**config.mk**
```make
export PLATFORM = sky130hd
export DESIGN_NAME = mem_arbiter
export DESIGN_NICKNAME = d
export VERILOG_FILES = /design/src/rtl/mem_arbiter.sv
export SDC_FILE = /design/constraint.sdc
export NUM_CORES = 1
export LEC_CHECK = 0
export ABC_AREA = 1
export BUFFER_PORTS_ARGS = -buffer_cell sky130_fd_sc_hd__buf_2
export CORE_ASPECT_RATIO = 0.9
export CORE_MARGIN = 4
export CORE_UTILIZATION = 44
export DETAILED_ROUTE_END_ITERATION = 7
export PLACE_DENSITY = 0.84
export SLEW_MARGIN = 20
export SYNTH_ARGS = -nofsm -noshare
export SYNTH_HDL_FRONTEND = slang
export SYNTH_SLANG_ARGS = --single-unit
```
**constraint.sdc**
```tcl
create_clock -name clk -period 2.5 [get_ports clk]
set_input_delay 0.25 -clock clk [delete_from_list [all_inputs] [get_ports clk]]
set_output_delay 0.25 -clock clk [all_outputs]
set_load 0.005 [all_outputs]
```
**src/rtl/mem_arbiter.sv**
```systemverilog
// mem_arbiter: shares one single-port memory between fetch and load/store.
// Data wins by default; a saturating loss counter eventually forces fetch through.
module mem_arbiter #(
    parameter int AW       = 32,
    parameter int DW       = 32,
    parameter int MAX_WAIT = 4
) (
    input  logic          clk,
    input  logic          rst,
    input  logic          if_req_i,
    input  logic [AW-1:0] if_addr_i,
    output logic          if_gnt_o,
    output logic          if_rvalid_o,
    output logic [DW-1:0] if_rdata_o,
    input  logic          dm_req_i,
    input  logic          dm_we_i,
    input  logic [AW-1:0] dm_addr_i,
    input  logic [DW-1:0] dm_wdata_i,
    output logic          dm_gnt_o,
    output logic          dm_rvalid_o,
    output logic [DW-1:0] dm_rdata_o,
    output logic          mem_req_o,
    output logic          mem_we_o,
    output logic [AW-1:0] mem_addr_o,
    output logic [DW-1:0] mem_wdata_o,
    input  logic          mem_ready_i,
    input  logic          mem_rvalid_i,
    input  logic [DW-1:0] mem_rdata_i,
    output logic          busy_o
);

    localparam int            CW       = $clog2(MAX_WAIT + 1);
    localparam logic [CW-1:0] WAIT_MAX = CW'(MAX_WAIT);

    typedef enum logic [1:0] {
        IDLE,
        REQ,
        RDWAIT
    } state_t;

    typedef enum logic {
        OWN_FETCH,
        OWN_DATA
    } owner_t;

    state_t        state;
    state_t        state_nx;
    owner_t        owner;
    logic [CW-1:0] wait_cnt;
    logic [CW-1:0] wait_cnt_nx;
    logic [AW-1:0] addr_q;
    logic [DW-1:0] wdata_q;
    logic          we_q;

    logic          any_req;
    logic          both_req;
    logic          pick_fetch;

    always_comb begin
        any_req    = if_req_i | dm_req_i;
        both_req   = if_req_i & dm_req_i;
        pick_fetch = if_req_i & (~dm_req_i | (wait_cnt == WAIT_MAX));
    end

    // Only a contested loss counts against fetch; any fetch win resets it.
    always_comb begin
        wait_cnt_nx = wait_cnt;
        if (pick_fetch) begin
            wait_cnt_nx = '0;
        end else if (both_req && wait_cnt != WAIT_MAX) begin
            wait_cnt_nx = wait_cnt + CW'(1);
        end
    end

    always_ff @(posedge clk or posedge rst) begin
        if (rst) begin
            state    <= IDLE;
            owner    <= OWN_DATA;
            wait_cnt <= '0;
            addr_q   <= '0;
            wdata_q  <= '0;
            we_q     <= 1'b0;
        end else begin
            state <= state_nx;
            if (state == IDLE && any_req) begin
                owner    <= pick_fetch ? OWN_FETCH : OWN_DATA;
                addr_q   <= pick_fetch ? if_addr_i : dm_addr_i;
                wdata_q  <= pick_fetch ? '0 : dm_wdata_i;
                we_q     <= ~pick_fetch & dm_we_i;
                wait_cnt <= wait_cnt_nx;
            end
        end
    end

    always_comb begin
        state_nx    = state;
        if_gnt_o    = 1'b0;
        dm_gnt_o    = 1'b0;
        if_rvalid_o = 1'b0;
        dm_rvalid_o = 1'b0;
        if_rdata_o  = '0;
        dm_rdata_o  = '0;
        mem_req_o   = 1'b0;
        mem_we_o    = 1'b0;
        mem_addr_o  = '0;
        mem_wdata_o = '0;
        busy_o      = (state != IDLE);
        unique case (state)
            IDLE: begin
                if (any_req) begin
                    state_nx = REQ;
                end
            end
            REQ: begin
                mem_req_o   = 1'b1;
                mem_we_o    = we_q;
                mem_addr_o  = addr_q;
                mem_wdata_o = wdata_q;
                if (mem_ready_i) begin
                    if_gnt_o = (owner == OWN_FETCH);
                    dm_gnt_o = (owner == OWN_DATA);
                    state_nx = we_q ? IDLE : RDWAIT;
                end
            end
            RDWAIT: begin
                mem_addr_o = addr_q;
                if (mem_rvalid_i) begin
                    if (owner == OWN_FETCH) begin
                        if_rvalid_o = 1'b1;
                        if_rdata_o  = mem_rdata_i;
                    end else begin
                        dm_rvalid_o = 1'b1;
                        dm_rdata_o  = mem_rdata_i;
                    end
                    state_nx = IDLE;
                end
            end
            default: begin
                state_nx = IDLE;
            end
        endcase
    end

endmodule

```
==> results.json, run 1 <==
{
  "status": "finished, final reports clean",
  "worstPathMaxFanout": 35,
  "top_level_ports": 270,
  "cp.required_ps": 2250,
  "reg2regPathDepth": 7,
  "grt_pass1_vias": 4864,
  "cts_buffer_depth": 2,
  "clock_latency_ps": 320,
  "grt_usage_pct": 22.26,
  "arrival_ps": 1760,
  "p_clk_share_pct": 21.6,
  "layout-drive-gt1-share_pct": 31.31,
  "diodes": 0,
  "postCtsSetupRepairBufs": 0,
  "die_area_mm2": 0.01186,
  "internal_power_mw": 3.649,
  "post-route-drc-count": 0,
  "worstHoldPathType": "input pin to flop",
  "fin_tns_setup_ps": 0,
  "n_fill_cell": 935,
  "ir_drop_uv": 463.1,
  "routed_wl_mm": 13.30,
  "cellPowerDensity_mw_per_mm2": 992.2,
  "max_cap_viol_count": 0,
  "place_hpwl_mm": 10.39,
  "cts_buffers": 9,
  "vias": 5040,
  "holdWs_ps": 146.9,
  "yosysUniqueCellTypes": 18,
  "clock-sinks": 71,
  "syn_inst": 717,
  "clk_pin_slew_worst_paths_ps": 60,
  "syn-cell-area_mm2": 0.004479,
  "setup.worst_path.start": "state[1]",
  "finalPower_mw": 6.121,
  "fp.dieH_um": 103.7,
  "reg2reg_to": "we_q",
  "critPathCapture": "if_gnt_o",
  "syn2layout_area_growth_pct": 37.74,
  "synthesis.nets": 857,
  "wl_per_cell_um": 12.09,
  "p_sw_mw": 2.472,
  "skew_ps": 10.03,
  "postRouteAntennaNets": 0,
  "cpMaxStageDelayCell": "dfrtp_1",
  "clockRootBuffer": "clkbuf_16",
  "fin_nets": 1110,
  "worst_slew_pin_slew_ps": 491.1,
  "stdcell_count": 1100,
  "max_slew_margin_pct": 67.21,
  "row_count": 34,
  "numPortBuffers": 269,
  "critPathTopFamily": "buffers and inverters",
  "slew_violations": 0,
  "start_util_pct": 45.78,
  "routabilityCongestion": 0.8617,
  "grt_pass1_wl_mm": 21.91,
  "combPwrFrac_pct": 45.9,
  "grt_antenna_before_repair": 0,
  "finalCriticalPeriod_ps": 2012,
  "yosysSeqAreaShare_pct": 39.69,
  "worst-path-stages": 6,
  "crit_chain": "inv_1 -> ha_1 -> buf_4 -> inv_1 -> nor3_1 -> buf_2",
  "switching_share_pct": 40.39,
  "cts_tree": "yes",
  "ys_ff_latch": 71,
  "fin_crit_sh_pct": 80.50,
  "path_class": "flop to primary output",
  "synth_warnings": 0,
  "crit_top_cell": "inv_1",
  "via_per_inst": 4.582,
  "worst_setup_path_start_kind": "flop",
  "rsz0062_at_grt": "false",
  "place_inst": 1084,
  "leakage_nw": 4.546,
  "hold_violations": 0,
  "drt_iter0_drc": 147,
  "syn_avg_cell_area_um2": 6.247,
  "die_x_um": 114.4,
  "seqPwrFrac_pct": 32.4,
  "core-area_mm2": 0.009784,
  "grt_start_max_net_pins": 38,
  "fin_area_mm2": 0.006170,
  "setup_viol": 0,
  "htree_num_levels": 3,
  "cp-end-kind": "primary output",
  "grt_overflow_total": 0,
  "r2r_setup_slack_ps": 740,
  "placed_area_mm2": 0.005848,
  "drtPass1Iterations": 4,
  "hp-start": "dm_wdata_i[8]",
  "regToRegStartpoint": "state[0]",
  "max_freq_mhz": 496.9,
  "critPathBufInv": 4,
  "slowest_delay_ps": 390
}
sequential cells by signal, indices dropped and copies added, names as in the netlist:
name      count
addr_q       32
wdata_q      32
wait_cnt      3
state         2
owner         1
we_q          1
power by group through the flow:
| stage | sequential, mW | clock, mW | combinational, mW |
|---|---|---|---|
| after floorplan | 1.92 | 0 | 1.89 |
| after global placement | 1.98 | 0 | 2.79 |
| after detailed placement | 1.99 | 0 | 2.86 |
| after CTS | 1.99 | 1.35 | 2.87 |
| after global routing | 2.05 | 1.40 | 3.24 |
| final | 1.99 | 1.33 | 2.81 |
worst min path at each step:
stage                       end  cells past startpoint  slack (ps)
global placement    wdata_q[12]                      2         300
floorplan            wdata_q[0]                      2         390
finish               wdata_q[8]                      3         150
global route         wdata_q[9]                      3         150
CTS                 wdata_q[12]                      3         140
detailed placement  wdata_q[20]                      2         310
Yosys cell counts:
| library cell | number | area (µm²) |
|---|---|---|
| a21oi_1 | 1 | 5.000 |
| buf_2 | 15 | 75.07 |
| buf_4 | 4 | 30.03 |
| buf_6 | 6 | 67.56 |
| clkbuf_1 | 16 | 60.06 |
| dfrtp_1 | 70 | 1752 |
| dfstp_2 | 1 | 26.28 |
| ha_1 | 5 | 62.56 |
| inv_1 | 175 | 656.9 |
| inv_2 | 2 | 7.510 |
| nand2_1 | 241 | 904.6 |
| nand2_2 | 3 | 18.77 |
| nand2_4 | 1 | 11.26 |
| nand3_1 | 102 | 510.5 |
| nand4_1 | 1 | 6.260 |
| nor2_1 | 68 | 255.2 |
| nor3_1 | 2 | 10.01 |
| o21ai_0 | 4 | 20.02 |
stage by stage:
| step | setup slack (ps) | utilization, % |
|---|---|---|
| floorplan | 455.1 | - |
| global placement | 805.9 | 59.77 |
| detailed placement | 715.4 | 59.77 |
| CTS | 465.5 | 63.06 |
| global route | 306.5 | 63.06 |
| finish | 487.5 | 63.06 |
what timing repair did:
| action | CTS | global route |
|---|---|---|
| gates resized for setup | 0 | 0 |
| setup endpoints to repair | 0 | 0 |
| endpoints found under the hold margin | 22 | 0 |
| hold buffers | 1 | 0 |
metal layers:
| layer | track usage [%] | up-vias | share of wire, % |
|---|---|---|---|
| li1 | - | 2565 | - |
| met1 | 25.36 | 2255 | 38 |
| met2 | 40.84 | 194 | 52 |
| met3 | 4.373 | 26 | 7.6 |
| met4 | 7.718 | 0 | 2.1 |
| met5 | 0 | - | 0 |
worst reg2reg max path, stage by stage, from the launching register on:
cell,delay [ps]
dfrtp_1,380
inv_1,100
ha_1,290
nand2_4,250
inv_2,120
buf_4,350
nand3_1,130
nand2_1,80
cells in the final DEF (no fill, tap or decap), drive strengths merged:
cell type,instances
bufinv,2
nor2,68
clkinv,3
buf,282
nand3,102
clkinvlp,1
dfrtp,70
a21oi,1
o21ai,4
clkbuf,9
inv,177
nand2,245
dfstp,1
nor3,2
nand4,1
ha,5
dlygate4sd3,1
kinds of logic (layout without fill, tap and decap cells):
logic type,count (synthesis),in the layout,share of synthesized area [%]
AND/OR/NAND/NOR,418,418,38.32
AO/OA/AOI/OAI,5,5,0.5586
adder cells (fa/ha/maj),5,5,1.397
buffers and inverters,218,475,20.03
flip-flops,71,71,39.69
area by class of cell:
type / instances / area, µm² / share of cell area (%)
inverters: 177 / 664.4 / 10.77
flip-flops and latches: 71 / 1778 / 28.82
clock buffers: 9 / 225.2 / 3.650
well taps: 126 / 157.7 / 2.555
repair buffers: 283 / 1454 / 23.57
clock inverters: 6 / 86.33 / 1.399
multi-input cells: 428 / 1804 / 29.24
Note: power is estimated with default switching activity, not from simulation.
==> inputs of run 2 (changes only) <==
==> constraint.sdc (replaced) <==
create_clock -name clk -period 2.1 [get_ports clk]
set_input_delay 0.21 -clock clk [delete_from_list [all_inputs] [get_ports clk]]
set_output_delay 0.21 -clock clk [all_outputs]
set_load 0.005 [all_outputs]
==> results.json, run 2 (same netlist as run 1, synthesis figures left out) <==
{
  "postRouteAntennaNets": 0,
  "post-route-drc-count": 0,
  "worstPathMaxFanout": 34,
  "crit_chain": "inv_1 -> ha_1 -> buf_12 -> inv_1 -> nor3_1 -> buf_2",
  "rsz0062_at_grt": "false",
  "max_slew_margin_pct": 66.26,
  "start_util_pct": 45.78,
  "via_per_inst": 4.570,
  "layout-drive-gt1-share_pct": 31.28,
  "slew_violations": 0,
  "grt_pass1_vias": 4651,
  "place_hpwl_mm": 10.26,
  "slowest_delay_ps": 400,
  "cellPowerDensity_mw_per_mm2": 1175,
  "cts_buffers": 9,
  "fp.dieH_um": 103.7,
  "reg2reg_to": "wdata_q[23]",
  "top_level_ports": 270,
  "numPortBuffers": 269,
  "status": "finished, final reports clean",
  "grt_overflow_total": 0,
  "worst_setup_path_start_kind": "flop",
  "cp.required_ps": 1890,
  "crit_top_cell": "inv_1",
  "wl_per_cell_um": 12.12,
  "clock_latency_ps": 330,
  "max_freq_mhz": 532.8,
  "drt_iter0_drc": 187,
  "hold_end": "wdata_q[26]",
  "setup_viol": 0,
  "fin_tns_setup_ps": 0,
  "skew_ps": 7.382,
  "core-area_mm2": 0.009784,
  "hold_violations": 0,
  "place_inst": 1084,
  "critPathTopFamily": "buffers and inverters",
  "drtPass1Iterations": 4,
  "routed_wl_mm": 13.37,
  "top_regs": "addr_q: 32 flops, wdata_q: 32 flops, wait_cnt: 3 flops",
  "postCtsSetupRepairBufs": 0,
  "ir_drop_uv": 566.9,
  "hp-start": "dm_wdata_i[26]",
  "htree_num_levels": 3,
  "seq_area_mm2": 0.001778,
  "routabilityCongestion": 0.8738,
  "multiInputGateArea_mm2": 0.001804,
  "whs_path_depth": 3,
  "cts_tree": "yes",
  "cpMaxStageDelayCell": "dfrtp_1",
  "row_count": 34,
  "layout_commonest_cell": "buf_2",
  "r2r_setup_slack_ps": 550,
  "reg2regPathDepth": 7,
  "grt_start_max_net_pins": 70,
  "fin_crit_sh_pct": 89.37,
  "n_fill_cell": 920,
  "fin_nets": 1110,
  "vias": 5041,
  "cts_buffer_depth": 2,
  "grt_antenna_before_repair": 2,
  "critPathBufInv": 4,
  "regToRegStartpoint": "state[0]",
  "die_x_um": 114.4,
  "path_class": "flop to primary output",
  "worstHoldPathType": "input pin to flop",
  "finalPower_mw": 7.282,
  "cp-end-kind": "primary output",
  "grt_pass1_wl_mm": 21.65,
  "max_cap_viol_count": 0,
  "syn2layout_area_growth_pct": 38.41,
  "clk_pin_slew_worst_paths_ps": 60,
  "leakage_nw": 4.556,
  "final_cell_mix": "buf_2 (269), nand2_1 (241), inv_1 (174), nand3_1 (102), dfrtp_1 (70)",
  "worst_slew_pin_slew_ps": 505.4,
  "clock-sinks": 71,
  "clockRootBuffer": "clkbuf_16",
  "die_area_mm2": 0.01186,
  "grt_usage_pct": 22.15,
  "arrival_ps": 1670,
  "stdcell_count": 1103,
  "finalCriticalPeriod_ps": 1877
}
-- run 2: cell types whose count changed in the layout (fill, tap and decap cells not counted), moves of 2 or more --
cell	before	now
clkinv_4	1	3
buf_12	0	3
buf_4	13	10
diode_2	0	2
-- run 2: through the flow --
stage	util, %	area, µm²	hold WS [ps]	setup slack [ps]
2_1_floorplan	-	4479	350.7	95.09
3_3_place_gp	60.15	5886	269.4	614.9
3_5_place_dp	60.15	5886	266.6	566.0
4_1_cts	63.31	6195	106.5	205.5
5_1_grt	63.36	6200	108.3	15.49
6_report	63.36	6200	110.6	223.2
-- run 2: repair_timing --
action | 4_1_cts | 5_1_grt
gates resized for setup | 0 | 0
hold endpoints to repair | 20 | 0
hold buffers | 1 | 0
-- run 2: cell type report --
cell class,count,share of cell area (%)
sequential,71,28.68
tap,126,2.543
antenna,2,0.08073
clock buffer,10,3.693
timing repair buffer,283,24.06
inverter,177,10.72
multi-input combinational,428,29.10
clock inverter,6,1.130
-- run 2: routing by layer --
metal | up-vias | GRT usage, % | share of wire, %
met2 | 196 | 39.26 | 51
met3 | 30 | 5.306 | 8.0
met1 | 2245 | 25.73 | 38
met5 | - | 0 | 0
met4 | 0 | 7.973 | 3.0
li1 | 2570 | - | -
-- run 2: worst min-delay path: cells and delay by family --
kind | cells | cell delay (ps)
buf+inv | 1 | 70
simple gates | 2 | 120
-- run 2: how the worst max path moves through the flow --
stage,cells past startpoint,startpoint,to,slack (ps)
CTS,6,state[1],if_gnt_o,210
floorplan,1,rst,addr_q[0],100
finish,6,state[1],if_gnt_o,220
detailed placement,6,state[1],if_gnt_o,570
global route,6,state[1],dm_gnt_o,20
global placement,6,state[1],mem_addr_o[16],610
-- run 2: report_power, final --
part,leakage [nW],internal (mW),total [mW],switching (mW)
clock,0.147,0.927,1.50,0.569
combinational,3.53,1.34,3.41,2.06
sequential,0.882,2.02,2.38,0.360
